File: src/rtl/four_bit_full_adder_pkg.sv
// Shared width and operand type for the registered ripple-carry adder.
package four_bit_full_adder_pkg;

   localparam int ADDER_WIDTH = 4;

   typedef logic [ADDER_WIDTH-1:0] operand_t;

endpackage : four_bit_full_adder_pkg

File: src/rtl/full_adder.sv
// One-bit full-adder cell; purely combinational link in the ripple chain.
module full_adder (
   input  logic a,
   input  logic b,
   input  logic cin,
   output logic s,
   output logic cout
);

   logic p;

   // Propagate term is shared by the sum and the carry-out.
   assign p    = a ^ b;
   assign s    = p ^ cin;
   assign cout = (a & b) | (cin & p);

endmodule : full_adder

File: src/rtl/four_bit_full_adder.sv
// Registered ripple-carry adder: {Cout, S} = A + B + Cin, one cycle after sampling.
module four_bit_full_adder
   import four_bit_full_adder_pkg::*;
#(
   parameter int WIDTH = ADDER_WIDTH
) (
   input  logic             clk,
   input  logic             rst_n,
   input  logic [WIDTH-1:0] A,
   input  logic [WIDTH-1:0] B,
   input  logic             Cin,
   output logic [WIDTH-1:0] S,
   output logic             Cout
);

   logic [WIDTH:0]   c;
   logic [WIDTH-1:0] s_d;
   logic [WIDTH-1:0] s_q;
   logic             cout_q;

   assign c[0] = Cin;

   for (genvar i = 0; i < WIDTH; i++) begin : g_cell
      full_adder u_fa (
         .a    (A[i]),
         .b    (B[i]),
         .cin  (c[i]),
         .s    (s_d[i]),
         .cout (c[i+1])
      );
   end

   // NOTE: non-blocking assignments keep every register sampling pre-edge values.
   always_ff @(posedge clk or negedge rst_n) begin
      if (!rst_n) begin
         s_q    <= '0;
         cout_q <= 1'b0;
      end else begin
         s_q    <= s_d;
         cout_q <= c[WIDTH];
      end
   end

   assign S    = s_q;
   assign Cout = cout_q;

endmodule : four_bit_full_adder

File: config.mk
export PLATFORM = sky130hd
export DESIGN_NAME = four_bit_full_adder
export DESIGN_NICKNAME = d
export VERILOG_FILES = /design/src/rtl/four_bit_full_adder_pkg.sv /design/src/rtl/full_adder.sv /design/src/rtl/four_bit_full_adder.sv
export SDC_FILE = /design/constraint.sdc
export NUM_CORES = 1
export LEC_CHECK = 0
export CAP_MARGIN = 10
export CORE_AREA = 8 8 45 47
export DETAILED_ROUTE_END_ITERATION = 12
export DIE_AREA = 0 0 53 55
export GPL_TIMING_DRIVEN = 0
export HOLD_SLACK_MARGIN = 0.08
export PLACE_DENSITY_LB_ADDON = 0.12
export SETUP_SLACK_MARGIN = 0.4
export SYNTH_ARGS = -nofsm -noshare
export SYNTH_HDL_FRONTEND = slang
export SYNTH_SLANG_ARGS = --single-unit
File: constraint.sdc
create_clock -name clk -period 0.8 [get_ports clk]
set_clock_uncertainty 0.15 [all_clocks]
set_input_delay 0.24 -clock clk [delete_from_list [all_inputs] [get_ports clk]]
set_output_delay 0.24 -clock clk [all_outputs]
set_load 0.01 [all_outputs]
Word level (Yosys, flattened, before mapping)
Index checks and enable logic that the tools add are counted.

word-level totals
  bits of input ports = 11
  bits in registers = 5

operators by class
  bitwise gates (word level) = 20

operators by type and width
  cell       number
  1-bit AND  8
  1-bit XOR  8
  1-bit OR   4

Logic depth before layout (Yosys ltp)
Gate-level depths: netlist (run 1).

  depth in word-level cells = 9
  depth in mapped cells = 8
  gate-level depth less buffers = 8

Modules after synthesis
From an unflattened synthesis (run 1), not the netlist that was laid out.

second synthesis, totals
  cell total of the unflattened synthesis = 9
  area total of the unflattened synthesis = 205.2 um2

modules (own cells, without submodules)
  module               times used  cells an instance  area each (um2)  sequential area each (um2)
  four_bit_full_adder  1           5                  125.1            125.1
  full_adder           4           1                  20.0             0.0

Least setup slack after synthesis (run 1)
OpenSTA, ideal clock, no wires.

  path type = in2reg
  start = input port A[0]
  end = register s_q[3] (netlist: S[3])
  setup slack = -1.147 ns
  buffers on the path = 0
  arrival = 1.733 ns
  stages = 8
  library setup time = 0.064 ns
  cells stage by stage = inv_1 fa_1 inv_1 fa_1 fa_1 inv_1 fa_1 inv_1

between the ends
  cells in the longest elaborated chain, start to end = 8
  elaborated cells between the ends (all ways) = 9
  those cells by class = bitwise (9)

ends and longest elaborated chain
  what                        RTL line                   source
  start: declaration          four_bit_full_adder.sv:9   input logic [WIDTH-1:0] A,
  1-bit XOR                   full_adder.sv:13           assign p = a ^ b;
  1-bit AND                   full_adder.sv:15           assign cout = (a & b) | (cin & p);
  1-bit OR (*)                full_adder.sv:15
  1-bit AND (*)               full_adder.sv:15
  1-bit OR (*)                full_adder.sv:15
  1-bit AND (*)               full_adder.sv:15
  1-bit OR (*)                full_adder.sv:15
  1-bit XOR (*)               full_adder.sv:14           assign s = p ^ cin;
  named net g_cell[3].u_fa.s  full_adder.sv:6            output logic s,
  end signal: assignment      four_bit_full_adder.sv:36  s_q <= '0;
  end signal: assignment      four_bit_full_adder.sv:39  s_q <= s_d;
  end: declaration            four_bit_full_adder.sv:18  logic [WIDTH-1:0] s_q;

Mark *: on every way through the listed nets, which the timed path passes. The rest lies on a longest branch.

Final worst setup path (run 1)
Same ends and word-level chain as after synthesis.

==> reports/qor.yml, run 1 <==
cts:
  cts_tree: "done"
  cts_max_path_buffers: 2
  cts-root-buf: "clkbuf_4"
  clk_pin_slew_worst_paths_ns: 0.04
  cts_sinks: 5
  cts_made_buffers: 3
  htreeDepth: 1
drt:
  antenna_left: 0
  dr_total_vias: 170
  wl_per_cell_um: 8.06
  wirelength_um: 435
  route.detailed.drc: 0
  drt_iter0_drc: 3
  drt-vias-per-instance: 3.15
  drtPass1Iterations: 2
logic_synthesis:
  yosys_warnings: 0
  synth-compound-area-share_pct: 0
  postSynthAreaPerCell_um2: 12.8
  yosys.area_share.simple_pct: 0
  synthFlopType: "dfrtp_1"
  netlist_instances: 19
  synth_commonest_cells: "10 x inv_1, 5 x dfrtp_1, 4 x fa_1"
  ys_ff_latch: 5
  synth.most_common_cell: "inv_1"
  synth_fa_ha_area_share_pct: 33.0
  synthDistinctLibCells: 3
  synth_top_area_cell: "dfrtp_1"
  synth-xor-area-share_pct: 0
  synth-edff-count: 0
  synth_area_leaders: "dfrtp_1 52%, fa_1 33%, inv_1 15%"
  synthMuxAreaShare_pct: 0
  synth_top_family_by_area: "adder cells"
  yosysTopAreaCellShare_pct: 51.5
  synthArstFlopShare_pct: 100
  syn_nets: 34
  seq_area_frac_synth_pct: 51.5
  synth_area_um2: 243
grt:
  grt_usage_pct: 3.58
  antenna_found_initial: 0
  grt_pass1_vias: 205
  grt_pass1_wl_um: 696
  grt-ovfl-total: 0
  grt_max_degree: 6
finish:
  fin_util_pct: 33.5
  nets: 54
  drive_above_1_share_pct: 60.5
  fill_cells: 147
  areaGrowthSynthToFinish_pct: 91.2
  diodes: 0
timing:
  grt_setup_unrepaired: "true"
  finalCritPeriodShare_pct: 222
  hold_viol_final: 5
  fin_hold_ws_ns: -0.197
  worst_slack_ns: -0.974
  finalSetupViolations: 10
  final.setup.tns_ns: -4.47
  finalMaxSlewViolations: 0
  timing.fmax_ghz: 0.564
  max_slew.worst_pin.slew_ns: 0.201
  slew_headroom_pct: 86.6
  fin_crit_ns: 1.77
setup_path:
  path_class: "in -> reg"
  crit_arrival_ns: 1.80
  cp-end-kind: "register"
  critPathRequiredTime_ns: 0.82
  path_max_fanout: 1
  start_kind: "input pin"
die:
  rows: 14
  io-pin-count: 16
  initial_utilization_pct: 17.5
  die_width_um: 53
  core-area_mm2: 0.00138
  die_area_mm2: 0.00292
  die-height_um: 55
pwr:
  design_power_total_uw: 798
  pwr_density_cell_mw_per_mm2: 1720
  ir_drop_uv: 559
  p_leak_uw: 0.000223
placed_design:
  gp_congestion: 0.576
  hpwl_um: 398
  port_buffers: 15
  pre_cts_slack_ns: -1.75
hold_path:
  min_path_type: "in -> async"
run_status:
  status: "finished, violations left"
  violations: "negative hold slack, negative setup slack"
run:
  maxCapViolCount: 0
-- final cells by class --
type                            instances  area (um2)  area share, %
Clock buffer                            4        26.3           5.66
Inverter                               10        57.6           12.4
Multi-Input combinational cell          4        90.1           19.4
Sequential cell                         5         125           27.0
Tap cell                               16        20.0           4.31
Timing Repair Buffer                   15         145           31.3
-- stage by stage --
| step | instances | cell area [um2] |
|---|---|---|
| 5_1_grt | 54 | 464 |
| 4_1_cts | 54 | 445 |
| 3_5_place_dp | 50 | 440 |
| 2_1_floorplan | 19 | 270 |
| 3_3_place_gp | 50 | 440 |
| 6_report | 54 | 464 |
-- worst max-delay path by stage --
stage,start,to,depth (start not counted)
CTS,A[0],S[3]$_DFF_PN0_,9
global placement,A[0],S[3]$_DFF_PN0_,9
global route,Cin,S[3]$_DFF_PN0_,9
floorplan,A[0],S[3]$_DFF_PN0_,8
detailed placement,A[0],S[3]$_DFF_PN0_,9
finish,A[0],S[3]$_DFF_PN0_,9
-- per-layer routing --
layer	global-route usage, %	share of wire (%)	vias up	wire length, um
met1	2.95	34	72	150
met2	4.30	45	12	195
met5	0	0	-	0
met3	2.41	16	2	70
met4	6.47	4.4	0	19
li1	-	-	84	-
-- cell families after synthesis --
family                     Yosys count
adders and majority gates            4
buffers and inverters               10
DFF                                  5
-- critical path, stage by stage --
cell	delay, ns
buf_8	0.11
inv_12	0.04
fa_2	0.18
inv_2	0.04
fa_2	0.33
fa_2	0.34
inv_2	0.06
fa_2	0.42
inv_2	0.05
-- power breakdown --
| part | leakage [uW] | internal, uW | switching [uW] |
|---|---|---|---|
| combinational | 0.000150 | 126 | 94.3 |
| sequential | 0.0000583 | 295 | 11.4 |
| clock | 0.0000150 | 187 | 84.7 |
| total | 0.000223 | 608 | 190 |
-- cells in the final DEF (no fill, tap or decap) --
| master | synthesis | layout |
|---|---|---|
| dfrtp_1 | 5 | 5 |
| inv_2 | 0 | 5 |
| fa_2 | 0 | 4 |
| clkdlybuf4s50_1 | 0 | 4 |
| clkbuf_4 | 0 | 3 |
| dlygate4sd2_1 | 0 | 3 |
| buf_6 | 0 | 3 |
| buf_2 | 0 | 3 |
| inv_1 | 10 | 2 |
| buf_8 | 0 | 2 |
| inv_12 | 0 | 1 |
| clkinv_4 | 0 | 1 |
| inv_4 | 0 | 1 |
| clkbuf_1 | 0 | 1 |
-- flip-flops by register name (all words and copies together), names as in the netlist --
signal	flops
Cout	1
S	4
-- timing repair --
| item | 4_1_cts | 5_1_grt |
|---|---|---|
| resized for setup | 41 | 8 |
| endpoints found under the hold margin | 5 | 5 |
| setup buffers | 0 | 0 |
| pin swaps | 4 | 4 |
| setup endpoints to repair | 15 | 10 |
(Power assumes the default switching activity.)
==> run 2: changes to the inputs <==
SYNTH_HIERARCHICAL = 1   (was default)
==> reports/qor.yml, run 2 <==
timing:
  final.setup.tns_ns: -4.98  # -0.508 ns
  fin_crit_ns: 1.92  # +0.146 ns
  max_slew.worst_pin.slew_ns: 0.198  # -0.00311 ns
  hold_viol_final: 5  # unchanged
  timing.fmax_ghz: 0.521  # -7.6%
  finalSetupViolations: 10  # unchanged
  fin_hold_ws_ns: -0.200  # -0.00337 ns
  grt_setup_unrepaired: "true"
  finalMaxSlewViolations: 0  # unchanged
  worst_slack_ns: -1.12  # -0.146 ns
  slew_headroom_pct: 86.8  # +0.21 points
  finalCritPeriodShare_pct: 240  # +18 points
cts:
  clk_pin_slew_worst_paths_ns: 0.04  # about the same
  cts_max_path_buffers: 2  # unchanged
  cts_made_buffers: 3  # unchanged
  postCtsSetupBuffers: 0  # unchanged
  cts_tree: "done"
  htreeDepth: 1  # unchanged
  cts-root-buf: "clkbuf_4"
  cts_sinks: 5  # unchanged
logic_synthesis:
  synth_commonest_cells: "5 x dfrtp_1, 4 x fa_1"
  seq_area_frac_synth_pct: 61.0  # +9.4 points
  synth-edff-count: 0  # unchanged
  synth_area_leaders: "dfrtp_1 61%, fa_1 39%"
  synth_top_area_cell: "dfrtp_1"
  synthDistinctLibCells: 2  # -1
  synthFlopType: "dfrtp_1"
  yosys_warnings: 6  # +6
  synthArstFlopShare_pct: 100  # unchanged
  synth.most_common_cell: "dfrtp_1"
  yosysTopAreaCellShare_pct: 61.0  # +9.4 points
  netlist_instances: 9  # -10
  ys_ff_latch: 5  # unchanged
  syn_nets: 24  # -29%
  synth_area_um2: 205  # -15%
  postSynthAreaPerCell_um2: 22.8  # +78%
die:
  die-height_um: 55  # unchanged
  core-area_mm2: 0.00138  # unchanged
  io-pin-count: 16  # unchanged
  initial_utilization_pct: 14.8  # -2.7 points
  rows: 14  # unchanged
  die_width_um: 53  # unchanged
  die_area_mm2: 0.00292  # unchanged
drt:
  route.detailed.drc: 0  # unchanged
  drt-vias-per-instance: 3.34  # +6.1%
  wl_met1_um: 181  # +21%
  met2_length_um: 197  # +1.0%
  dr_total_vias: 147  # -14%
  drtPass1Iterations: 1  # -1
  highest_layer: "met4"
  wl_met3_um: 129  # +84%
  drt_iter0_drc: 0  # -3
  wirelength_um: 514  # +18%
  antenna_left: 0  # unchanged
  wl_per_cell_um: 11.7  # +45%
setup_path:
  startpoint: "A[0]"
  start_kind: "input pin"
  path_max_fanout: 1  # unchanged
  crit_cells: 5  # -4
  crit_arrival_ns: 1.87  # +0.07 ns
  critical_path_buf_inv_count: 1  # -4
  worstSetupEndpoint: "S[3]$_DFF_PN0_"
  cp_top_family: "adder cells"
  worstPathCellList: "buf_6, fa_2, fa_2, fa_2, fa_1"
  critPathMostFrequentCell: "fa_2"
  cp-end-kind: "register"
  slowest_stage: "fa_1"
  cp_slowest_stage_delay_ns: 0.44  # +0.02 ns
  critPathRequiredTime_ns: 0.75  # -0.07 ns
  path_class: "in -> reg"
finish:
  fin_area_um2: 385  # -17%
  multi_input_area_um2: 87.6  # -2.8%
  diodes: 0  # unchanged
  fin_util_pct: 27.8  # -5.7 points
  drive_above_1_share_pct: 50.0  # -11 points
  nets: 44  # -19%
  areaGrowthSynthToFinish_pct: 87.8
  largest_reg_flops: 4  # unchanged
  mostFrequentLayoutCells: "5 x dfrtp_1, 5 x clkdlybuf4s50_1, 5 x buf_2"
  fill_cells: 154  # +4.8%
  regArea_um2: 125  # unchanged
grt:
  grt_max_degree: 6  # unchanged
  grt-ovfl-total: 0  # unchanged
  grt_pass1_wl_um: 786  # +13%
  grt_usage_pct: 4.35  # +0.77 points
  antenna_found_initial: 0  # unchanged
  grt_pass1_vias: 191  # -6.8%
pwr:
  p_leak_uw: 0.000168  # -25%
  ir_drop_uv: 418  # -25%
  pwr_density_cell_mw_per_mm2: 1950  # +14%
placed_design:
  placed_area_um2: 383  # -13%
  port_buffers: 15  # unchanged
  gp_congestion: 0.591  # +2.6%
  hpwl_um: 477  # +20%
run_status:
  violations: "negative hold slack, negative setup slack"
  status: "finished, violations left"
run:
  maxCapViolCount: 0  # unchanged
hold_path:
  min_path_type: "in -> async"
==> run 2: cell types whose count changed after synthesis <==
cell   before  now
inv_1      10    0
==> run 2: logic make-up (layout without fill, tap and decap cells) <==
family                   after synthesis  after routing  synth area share (%)
flip-flops                             5              5                  61.0
adder cells (fa/ha/maj)                4              4                  39.0
buffers and inverters                  0             19                     0
==> run 2: worst min path at each step <==
stage,endpoint,slack (ns),cells past startpoint
2_1_floorplan,Cout$_DFF_PN0_,-0.21,0
3_3_place_gp,S[1]$_DFF_PN0_,0.32,1
3_5_place_dp,S[0]$_DFF_PN0_,0.32,1
4_1_cts,S[0]$_DFF_PN0_,-0.21,1
5_1_grt,S[0]$_DFF_PN0_,-0.20,1
6_report,S[0]$_DFF_PN0_,-0.20,1
==> run 2: report_power, final <==
| group | switching [uW] | internal (uW) | leakage (uW) |
|---|---|---|---|
| Combinational | 73.4 | 98.0 | 0.0000946 |
| Clock | 87.1 | 188 | 0.0000150 |
| Sequential | 11.6 | 295 | 0.0000583 |
| Total | 172 | 581 | 0.000168 |
==> run 2: cell type report <==
type / count / share of cell area, %
flip-flops and latches: 5 / 32.5
repair buffers: 15 / 32.8
multi-input cells: 4 / 22.7
well taps: 16 / 5.19
clock buffers: 4 / 6.82
==> run 2: timing repair <==
item                       CTS  global route
resized for setup           35             2
pin swaps                    4             4
setup endpoints to repair   15            10
hold endpoints to repair     5             5
==> run 2: metal layers <==
layer  up-vias  global-route usage, %
met3         2                   4.55
met4         0                   6.47
met5         -                      0
li1         64                      -
met1        65                   2.79
met2        16                   5.66
==> run 2: through the flow <==
stage	setup WS, ns	std cells	hold WS [ns]	total power (uW)
after floorplan	-1.21	9	-0.206	361
after detailed placement	-1.73	40	0.317	523
after global routing	-1.13	44	-0.204	810
final	-1.12	44	-0.200	753
after global placement	-1.72	40	0.320	520
after CTS	-1.14	44	-0.206	762
==> run 3: changes to the inputs <==
CAP_MARGIN = 20   (was 10)
GPL_ROUTABILITY_DRIVEN = 0   (was default)
==> results of run 3 <==
Final layout, timing and power as in run 2 (identical DEF).
